**src/rtl/ahb_pkg.sv**
```systemverilog
// Shared AHB-Lite encodings and the initiator FSM state type.
// Used by the initiators and by the word-addressed AHB slaves.
package ahb_pkg;

    localparam logic [1:0] HTRANS_IDLE   = 2'b00;
    localparam logic [1:0] HTRANS_NONSEQ = 2'b10;
    localparam logic [2:0] HSIZE_WORD    = 3'b010;

    typedef enum logic [1:0] {
        ST_IDLE = 2'd0,
        ST_ADDR = 2'd1,
        ST_DATA = 2'd2
    } ahb_state_t;

endpackage

```
**src/rtl/ahb_wait_timer.sv**
```systemverilog
// Data-phase wait counter: cleared at the address phase, counts stalled cycles and
// saturates at LIMIT. LIMIT=0 disables expiry so the initiator waits forever.
module ahb_wait_timer #(
    parameter int LIMIT = 16
) (
    input  logic i_clk,
    input  logic i_rst,
    input  logic i_clear,
    input  logic i_enable,
    output logic o_expired
);

    localparam int         W       = (LIMIT > 0) ? $clog2(LIMIT + 1) : 1;
    localparam logic [W-1:0] LIMIT_V = W'(LIMIT);
    localparam bit         ENABLED = (LIMIT > 0);

    logic [W-1:0] r_count;
    logic         w_at_limit;

    assign w_at_limit = (r_count == LIMIT_V);
    assign o_expired  = ENABLED && w_at_limit;

    always_ff @(posedge i_clk) begin
        if (i_rst || i_clear) begin
            r_count <= '0;
        end else if (i_enable && !o_expired) begin
            r_count <= r_count + 1'b1;
        end
    end

endmodule

```
**src/rtl/ahb_master.sv**
```systemverilog
// Single-outstanding AHB-Lite initiator: one valid/ready command becomes one NONSEQ
// word transfer (address phase, then data phase) and yields exactly one response pulse.
module ahb_master
    import ahb_pkg::*;
#(
    parameter int ADDR_W  = 32,
    parameter int DATA_W  = 32,
    parameter int TIMEOUT = 16
) (
    input  logic              HCLK,
    input  logic              HRESET,
    input  logic              cmd_valid,
    output logic              cmd_ready,
    input  logic              cmd_write,
    input  logic [ADDR_W-1:0] cmd_addr,
    input  logic [DATA_W-1:0] cmd_wdata,
    output logic              rsp_valid,
    output logic [DATA_W-1:0] rsp_rdata,
    output logic              rsp_err,
    output logic [1:0]        HTRANS,
    output logic [ADDR_W-1:0] HADDR,
    output logic              HWRITE,
    output logic [2:0]        HSIZE,
    output logic [DATA_W-1:0] HWDATA,
    input  logic [DATA_W-1:0] HRDATA,
    input  logic              HREADY
);

    ahb_state_t        r_state;
    ahb_state_t        w_next;
    logic [DATA_W-1:0] r_wdata;
    logic              w_accept;
    logic              w_aligned;
    logic              w_expired;

    assign w_accept  = cmd_valid && cmd_ready;
    assign w_aligned = (cmd_addr[1:0] == 2'b00);

    ahb_wait_timer #(
        .LIMIT (TIMEOUT)
    ) u_wait_timer (
        .i_clk     (HCLK),
        .i_rst     (HRESET),
        .i_clear   (r_state == ST_ADDR),
        .i_enable  ((r_state == ST_DATA) && !HREADY),
        .o_expired (w_expired)
    );

    always_ff @(posedge HCLK) begin
        if (HRESET) begin
            r_state <= ST_IDLE;
        end else begin
            r_state <= w_next;
        end
    end

    always_comb begin
        w_next = r_state;
        case (r_state)
            ST_IDLE: if (w_accept && w_aligned) w_next = ST_ADDR;
            ST_ADDR: w_next = ST_DATA;
            ST_DATA: if (w_expired || HREADY) w_next = ST_IDLE;
            default: w_next = ST_IDLE;
        endcase
    end

    always_comb begin
        cmd_ready = (r_state == ST_IDLE);
        HTRANS    = (r_state == ST_ADDR) ? HTRANS_NONSEQ : HTRANS_IDLE;
        HSIZE     = HSIZE_WORD;
    end

    // Expiry wins over HREADY in the same cycle, so a late slave cannot complete an aborted phase.
    always_ff @(posedge HCLK) begin
        if (HRESET) begin
            HADDR     <= '0;
            HWRITE    <= 1'b0;
            HWDATA    <= '0;
            r_wdata   <= '0;
            rsp_valid <= 1'b0;
            rsp_rdata <= '0;
            rsp_err   <= 1'b0;
        end else begin
            rsp_valid <= 1'b0;
            if (w_accept) begin
                if (w_aligned) begin
                    HADDR   <= cmd_addr;
                    HWRITE  <= cmd_write;
                    r_wdata <= cmd_wdata;
                end else begin
                    rsp_valid <= 1'b1;
                    rsp_err   <= 1'b1;
                    rsp_rdata <= '0;
                end
            end
            if (r_state == ST_ADDR) begin
                HWDATA <= r_wdata;
            end
            if (r_state == ST_DATA) begin
                if (w_expired) begin
                    rsp_valid <= 1'b1;
                    rsp_err   <= 1'b1;
                    rsp_rdata <= '0;
                end else if (HREADY) begin
                    rsp_valid <= 1'b1;
                    rsp_err   <= 1'b0;
                    rsp_rdata <= HWRITE ? '0 : HRDATA;
                end
            end
        end
    end

endmodule

```
**config.mk**
```make
export PLATFORM = sky130hd
export DESIGN_NAME = ahb_master
export DESIGN_NICKNAME = d
export VERILOG_FILES = /design/src/rtl/ahb_pkg.sv /design/src/rtl/ahb_wait_timer.sv /design/src/rtl/ahb_master.sv
export SDC_FILE = /design/constraint.sdc
export NUM_CORES = 1
export LEC_CHECK = 0
export BUFFER_PORTS_ARGS = -buffer_cell sky130_fd_sc_hd__buf_2
export CAP_MARGIN = 20
export CORE_UTILIZATION = 40
export DETAILED_ROUTE_END_ITERATION = 16
export GPL_ROUTABILITY_DRIVEN = 0
export PLACE_DENSITY = 0.71
export RECOVER_POWER = 100
export REMOVE_ABC_BUFFERS = 1
export SLEW_MARGIN = 40
export SYNTH_ARGS = -nofsm -noshare
export SYNTH_HDL_FRONTEND = slang
export SYNTH_SLANG_ARGS = --single-unit
```
**constraint.sdc**
```tcl
create_clock -name HCLK -period 4.6 [get_ports HCLK]
set_clock_uncertainty 0.2 [all_clocks]
set_input_delay 0.69 -clock HCLK [delete_from_list [all_inputs] [get_ports HCLK]]
set_output_delay 0.69 -clock HCLK [all_outputs]
set_load 0.02 [all_outputs]
```
Word-level counts from Yosys, hierarchy flattened
Index checks and enable logic that the tools add are counted.
{"block": "totals", "out_inout_bits": 105, "wordCells": 47, "regBits": 138}
{"block": "op_classes", "n_mux": 20, "add_sub_neg": 1, "n_reduce_logical": 12, "eq_ne": 5}
{"operator": "32-bit two-way mux", "n": 6}
{"operator": "1-bit two-way mux", "n": 10}
{"operator": "2-bit two-way mux", "n": 3}
{"operator": "2-bit case mux with 3 select lines", "n": 1}
{"operator": "5-bit by 1-bit adder with 5-bit output, second input constant", "n": 1}
{"operator": "5-bit equality test, second input constant", "n": 1}
{"operator": "1-bit logical AND", "n": 4}
{"operator": "2-bit logical NOT", "n": 2}
{"operator": "2-bit AND reduction", "n": 2}
{"operator": "2-bit by 1-bit equality test with 1-bit output, second input constant", "n": 1}
{"operator": "2-bit equality test, second input constant", "n": 1}
{"operator": "1-bit logical NOT", "n": 2}
{"operator": "1-bit logical OR", "n": 2}
{"operator": "2-bit by 1-bit != test with 1-bit output, second input constant", "n": 1}
{"operator": "2-bit != test, second input constant", "n": 1}

Logic depth before layout (Yosys ltp)
Gate-level depths: netlist of the first run.
{"block": "depth", "depth_word": 6, "ltp_mapped": 7, "ltp_nobuf": 6}

Cells and area by module
Synthesis of the first run repeated with hierarchy kept, for this count alone.
{"block": "unflattened", "cells_unflattened": 687, "hier_area_um2": 6244.7}
{"mod": "ahb_master", "area_per_inst_um2": 5963.2, "seq_area_each_um2": 2662.6, "instances": 1, "cells_per_inst": 658}
{"mod": "ahb_wait_timer", "area_per_inst_um2": 281.5, "seq_area_each_um2": 100.1, "instances": 1, "cells_per_inst": 29}

Least setup slack after synthesis of the first run
Ideal clock, no wire load.
{"block": "synth_timing", "path_kind": "reg2out", "start": "register r_state[1]", "end": "output HTRANS[1]", "stages_incl_launch_ff": 7, "t_required_ps": 3710, "arrival_ps": 1285, "setup_slack_ps": 2425, "n_path_buf": 4, "path_cell_list": "dfxtp_1 > buf_6 > nand2b_1 > clkbuf_1 > inv_1 > buf_1 > buf_4"}
{"block": "synth_via", "elab_chain_cells": 2}
{"item": "start, declared", "line_no": "ahb_master.sv:29", "rtl": "ahb_state_t r_state;"}
{"item": "start signal, assigned", "line_no": "ahb_master.sv:53", "rtl": "r_state <= w_next;"}
{"item": "2-bit by 1-bit equality test with 1-bit output"}
{"item": "via u_wait_timer.i_clear", "line_no": "ahb_wait_timer.sv:8", "rtl": "input logic i_clear,"}
{"item": "2-bit two-way mux", "line_no": "ahb_master.sv:69", "rtl": "HTRANS = (r_state == ST_ADDR) ? HTRANS_NONSEQ : HTRANS_IDLE;"}
{"item": "end, declared", "line_no": "ahb_master.sv:20", "rtl": "output logic [1:0] HTRANS,"}
The timed path passes the listed nets, and every way through them passes these cells.

Worst setup path in the final report of the first run
{"block": "layout_timing", "start": "register r_state[1]", "end": "register HWDATA[20]"}
{"block": "layout_via", "elab_chain_cells": 1}
{"item": "2-bit by 1-bit equality test with 1-bit output", "line_no": "ahb_master.sv:96", "rtl": "if (r_state == ST_ADDR) begin"}
{"item": "end signal, assigned", "line_no": "ahb_master.sv:97", "rtl": "HWDATA <= r_wdata;"}
{"item": "end, declared", "line_no": "ahb_master.sv:24", "rtl": "output logic [DATA_W-1:0] HWDATA,"}
Every way passes these cells.
A chain may end at the register's enable or synchronous reset.

==> results of run 1 <==
## cell families (layout without fill, tap and decap cells)
kind of cell               Yosys count  after routing  share of synthesized area
buffers and inverters               53            242                    0.05683
xor gates and xnor gates             3              3                   0.005353
AOI/OAI and AO/OA                  134            134                     0.1611
DFF                                138            138                     0.5627
other                                2              4                   0.001530
muxes                                1              1                   0.002039
and+or+nand+nor                    252            252                     0.2054
adders and majority gates            2              2                   0.005096
## through the flow
step | setup WS (ns) | cells | cell area (um2)
2_1_floorplan | 1.172 | 537 | 4649
3_3_place_gp | 2.068 | 891 | 5903
3_5_place_dp | 2.088 | 891 | 5911
4_1_cts | 2.018 | 923 | 6525
5_1_grt | 1.609 | 923 | 6390
6_report | 1.897 | 923 | 6390
## final cells by class
| type | instances | area, um2 | share of cell area |
|---|---|---|---|
| clock buffer | 21 | 470.5 | 0.07362 |
| clock inverter | 11 | 143.9 | 0.02252 |
| inverter | 3 | 11.26 | 0.001762 |
| multi-input combinational | 396 | 1894 | 0.2965 |
| sequential | 138 | 2763 | 0.4323 |
| tap | 147 | 183.9 | 0.02878 |
| timing repair buffer | 207 | 923.4 | 0.1445 |
## cell usage after synthesis, types with 2 or more instances
| library cell | n | share of area |
|---|---|---|
| xor2_1 | 2 | 0.0036 |
| dfxtp_1 | 138 | 0.56 |
| nand2b_1 | 5 | 0.0064 |
| buf_1 | 2 | 0.0015 |
| buf_4 | 11 | 0.017 |
| conb_1 | 2 | 0.0015 |
| nand2_1 | 193 | 0.15 |
| nand3b_1 | 2 | 0.0031 |
| a21oi_1 | 99 | 0.10 |
| a32oi_1 | 32 | 0.057 |
| nor2_1 | 41 | 0.031 |
| buf_6 | 5 | 0.011 |
| o21ai_0 | 3 | 0.0031 |
| inv_1 | 3 | 0.0023 |
| nor3b_1 | 3 | 0.0046 |
| ha_1 | 2 | 0.0051 |
| nand4_1 | 2 | 0.0025 |
| clkbuf_1 | 31 | 0.024 |
## worst max-delay path by stage
stage                           from             to  slack (ns)  depth (start not counted)
after floorplan            cmd_valid      HADDR[10]        1.17                          4
after global placement     cmd_valid  rsp_rdata[16]        2.07                          5
after detailed placement   cmd_valid      HADDR[18]        2.09                          6
after CTS                 r_state[1]      HTRANS[1]        2.02                          4
after global routing      r_state[1]     HWDATA[20]        1.61                          6
final                     r_state[1]     HWDATA[20]        1.90                          6
## report_power, final
part | internal (uW) | switching (uW)
Clock | 894 | 487
Combinational | 55.5 | 102
Sequential | 1220 | 12.1
Total | 2170 | 602
## registers in the layout, summed over array words and instances, names as in the netlist
signal,count
HWDATA,32
HADDR,32
u_wait_timer.r_count,5
r_state,2
rsp_valid,1
rsp_rdata,32
r_wdata,32
rsp_err,1
HWRITE,1
## per-layer routing
metal | GRT usage | vias to the layer above
met1 | 0.2103 | 2144
met4 | 0.07733 | 0
met2 | 0.3350 | 186
met5 | 0 | -
met3 | 0.09052 | 11
li1 | - | 2293
## worst reg2reg max path, stage by stage (launching register included)
cell and delay (ns):
dfxtp_1 0.37, nand2b_2 0.20, buf_4 0.26, inv_1 0.12, clkbuf_1 1.14, nand2_1 0.16
a21oi_1 0.18
==> flow_metrics.tcl, run 1 <==
set metrics [dict create \
    status "finished, violations left" \
    violations "capacitance limit, slew limit" \
    syn2layout_area_growth_pct 30.15 \
    slew_headroom -0.04445 \
    crit_path_end_kind "register" \
    drt_pass1_iterations 4 \
    core_um2 12010 \
    antenna_found_initial 0 \
    fmax_mhz 369.9 \
    die_w_um 112.8 \
    start_util 0.4088 \
    die-area_um2 12720 \
    min_to "HWDATA[5]" \
    nets 866 \
    setup_viol 0 \
    post_drt_wl_per_cell_um 13.44 \
    htree_levels 4 \
    synthArstFlopShare 0 \
    worst_pin_slew_ns 1.567 \
    fin_util 0.5320 \
    synth_seq_cells 138 \
    tritoncts "yes" \
    rr_startpoint "r_state[1]" \
    grt_pass1_wl_mm 19.82 \
    avgSynthCellArea_um2 8.393 \
    num_antenna_cells 0 \
    whs_path_depth 2 \
    cp_max_fo 35 \
    drc 0 \
    die_h_um 112.8 \
    drt-met1-wl_mm 5.279 \
    post_cts_resized 0 \
    design_power_total_uw 2770 \
    final_cell_mix "nand2_1, dfxtp_1, clkbuf_1" \
    cts_setup_buffers 0 \
    grt_max_degree 69 \
    portBuffers 201 \
    required_ns 4.73 \
    path_clk_slew_ns 0.05 \
    reg2reg_slack_ns 1.90 \
    hold_class "register to register" \
    clk_latency_ns 0.41 \
    cts-hold-fix-buffers 0 \
    setup_tns_ns 0 \
    arrival_ns 2.84 \
    synth_edf_count 0 \
    critPathTopFamily "buffers and inverters" \
    netlist_area_um2 4910 \
    slowest_delay_ns 1.14 \
    overflow 0 \
    ys.flop_type "dfxtp_1" \
    grt_pass1_vias 4463 \
    met3WireLength_mm 1.166 \
    final_max_slew_viol_count 33 \
    whs_ns 0.2500 \
    crit_slowest_cell "clkbuf_1" \
    cts_max_path_buffers 2 \
    ys_types 27 \
    worst_hold_startpoint "r_wdata[5]" \
    min_period_ns 2.703 \
    r2r-end "HWDATA[20]" \
    drive_gt1_frac 0.1817 \
    cp-start-kind "register" \
    pin_count 206 \
    worstPathCellList "nand2b_2 > buf_4 > inv_1 > clkbuf_1 > nand2_1 > a21oi_1" \
    hold_violations 0 \
    critPathBufInv 3 \
    drt_iter0_drc 256 \
    period_share 0.5877 \
    grtUsageTotal 0.1959 \
    ys_seq_area_frac 0.5627 \
    p_per_area_nw_per_um2 433.5 \
    yosysWarnings 0 \
    num_vias 4634 \
    top_layer "met4" \
    crit_type "register to register" \
    clock_sinks 138 \
    r2r_cells 6 \
    fillCellCount 1186 \
    rsz0062_at_grt "false" \
    cts_buffers 17 \
    postRouteAntennaNets 0 \
    viasPerCell 5.021 \
    p_leak_uw 0.002405 \
    hpwl_mm 8.063 \
    wl_met2_mm 5.840 \
    routed_wl_mm 12.40 \
    cap_viol_max_count 1 \
    layout_commonest_cell "nand2_1" \
    cts-root-buf "clkbuf_16" \
    synthCells 585 \
    peakVddDrop_mv 0.2995 \
    rows 40 \
]
Power figures use the tool's default switching activity.
==> inputs of run 2 (changes only) <==
Clock period 4.6 ns to 2.6 ns, I/O delays scaled along.
==> flow_metrics.tcl, run 2 (synthesis gave the netlist of run 1 again) <==
set metrics [dict create \
    drive_gt1_frac 0.1813 \
    drc 0 \
    clock_sinks 138 \
    fin_util 0.5516 \
    nets 890 \
    antenna_found_initial 0 \
    htree_levels 4 \
    viasPerCell 4.970 \
    cts-hold-fix-buffers 20 \
    start_util 0.4088 \
    post_cts_resized 0 \
    peakVddDrop_mv 0.5460 \
    design_area_um2 6625 \
    final_max_slew_viol_count 0 \
    post_drt_wl_per_cell_um 13.52 \
    stdcell_count 947 \
    arrival_ns 2.43 \
    grt_pass1_vias 4543 \
    dpl_cell_area_um2 5958 \
    status "completed" \
    die-area_um2 12720 \
    num_antenna_cells 0 \
    cts_buffers 17 \
    cap_viol_max_count 0 \
    whs_ns 0.01035 \
    final_cell_mix "nand2_1, dfxtp_1, clkbuf_1" \
    cts-root-buf "clkbuf_16" \
    drt_iter0_drc 395 \
    overflow 0 \
    cp_max_fo 65 \
    core_um2 12010 \
    cp-start-kind "register" \
    postRouteAntennaNets 0 \
    hold_class "input port to register" \
    layout_commonest_cell "nand2_1" \
    die_w_um 112.8 \
    dp_cells 895 \
    grt_pass1_wl_mm 20.80 \
    worst_pin_slew_ns 1.219 \
    period_share 0.8758 \
    crit_path_end_kind "register" \
    setup_tns_ns 0 \
    cts_max_path_buffers 2 \
    slew_headroom 0.1871 \
    pin_count 206 \
    setup_viol 0 \
    syn2layout_area_growth_pct 34.94 \
    hold_violations 0 \
    grt_max_degree 66 \
    grtUsageTotal 0.2077 \
    hpwl_mm 8.329 \
    drt_pass1_iterations 4 \
    rsz0062_at_grt "false" \
    p_leak_uw 0.002509 \
    path_clk_slew_ns 0.06 \
    required_ns 2.75 \
    routed_wl_mm 12.81 \
    num_vias 4707 \
    cts_setup_buffers 0 \
    p_per_area_nw_per_um2 758.5 \
    min_period_ns 2.277 \
    tritoncts "yes" \
    fmax_mhz 439.2 \
    crit_type "register to register" \
    die_h_um 112.8 \
    portBuffers 201 \
    clk_latency_ns 0.41 \
    rows 40 \
]
run 2: final timing paths:
| kind | start | endpoint | slack (ns) | cells after the start |
|---|---|---|---|---|
| min reg2reg | r_wdata[9] | HWDATA[9] | 0.25 | 2 |
| max reg2reg | r_state[1] | HADDR[25] | 0.32 | 5 |
| max | r_state[1] | HADDR[25] | 0.32 | 5 |
| min | HRDATA[6] | rsp_rdata[6] | 0.01 | 3 |
run 2: layout make-up:
type	count	area, um2
Multi-Input combinational cell	396	1889
Timing Repair Buffer	231	1150
Clock buffer	21	460.4
Inverter	3	11.26
Clock inverter	11	167.7
Tap cell	147	183.9
Fill cell	1143	5386
Sequential cell	138	2763
run 2: metrics by stage:
| step | worst slack [ns] | power (uW) |
|---|---|---|
| global route | 0.1751 | 5203 |
| detailed placement | 0.4874 | 2517 |
| floorplan | -0.5276 | 2346 |
| global placement | 0.4174 | 2510 |
| finish | 0.3229 | 5025 |
| CTS | 0.3579 | 5087 |
run 2: routing by layer:
layer  track usage  up-vias  wire length (um)
met1        0.2341     2173              5599
met5             0        -                 0
met3       0.07820       11              1056
li1              -     2341                 -
met4       0.08089        0               173
met2        0.3556      182              5979
run 2: worst max-delay path, stage by stage (launching register included):
cell	delay (ns)
dfxtp_1	0.37
or3b_1	0.47
nor3_4	0.16
clkbuf_4	0.63
nand2_1	0.21
a21oi_1	0.15
run 2: where the power goes:
part,internal [uW],total [uW],leakage [uW],switching (uW)
Combinational,120,307,0.00109,187
Sequential,2160,2180,0.00112,21.2
Clock,1650,2540,0.000303,886
Total,3930,5030,0.00251,1090
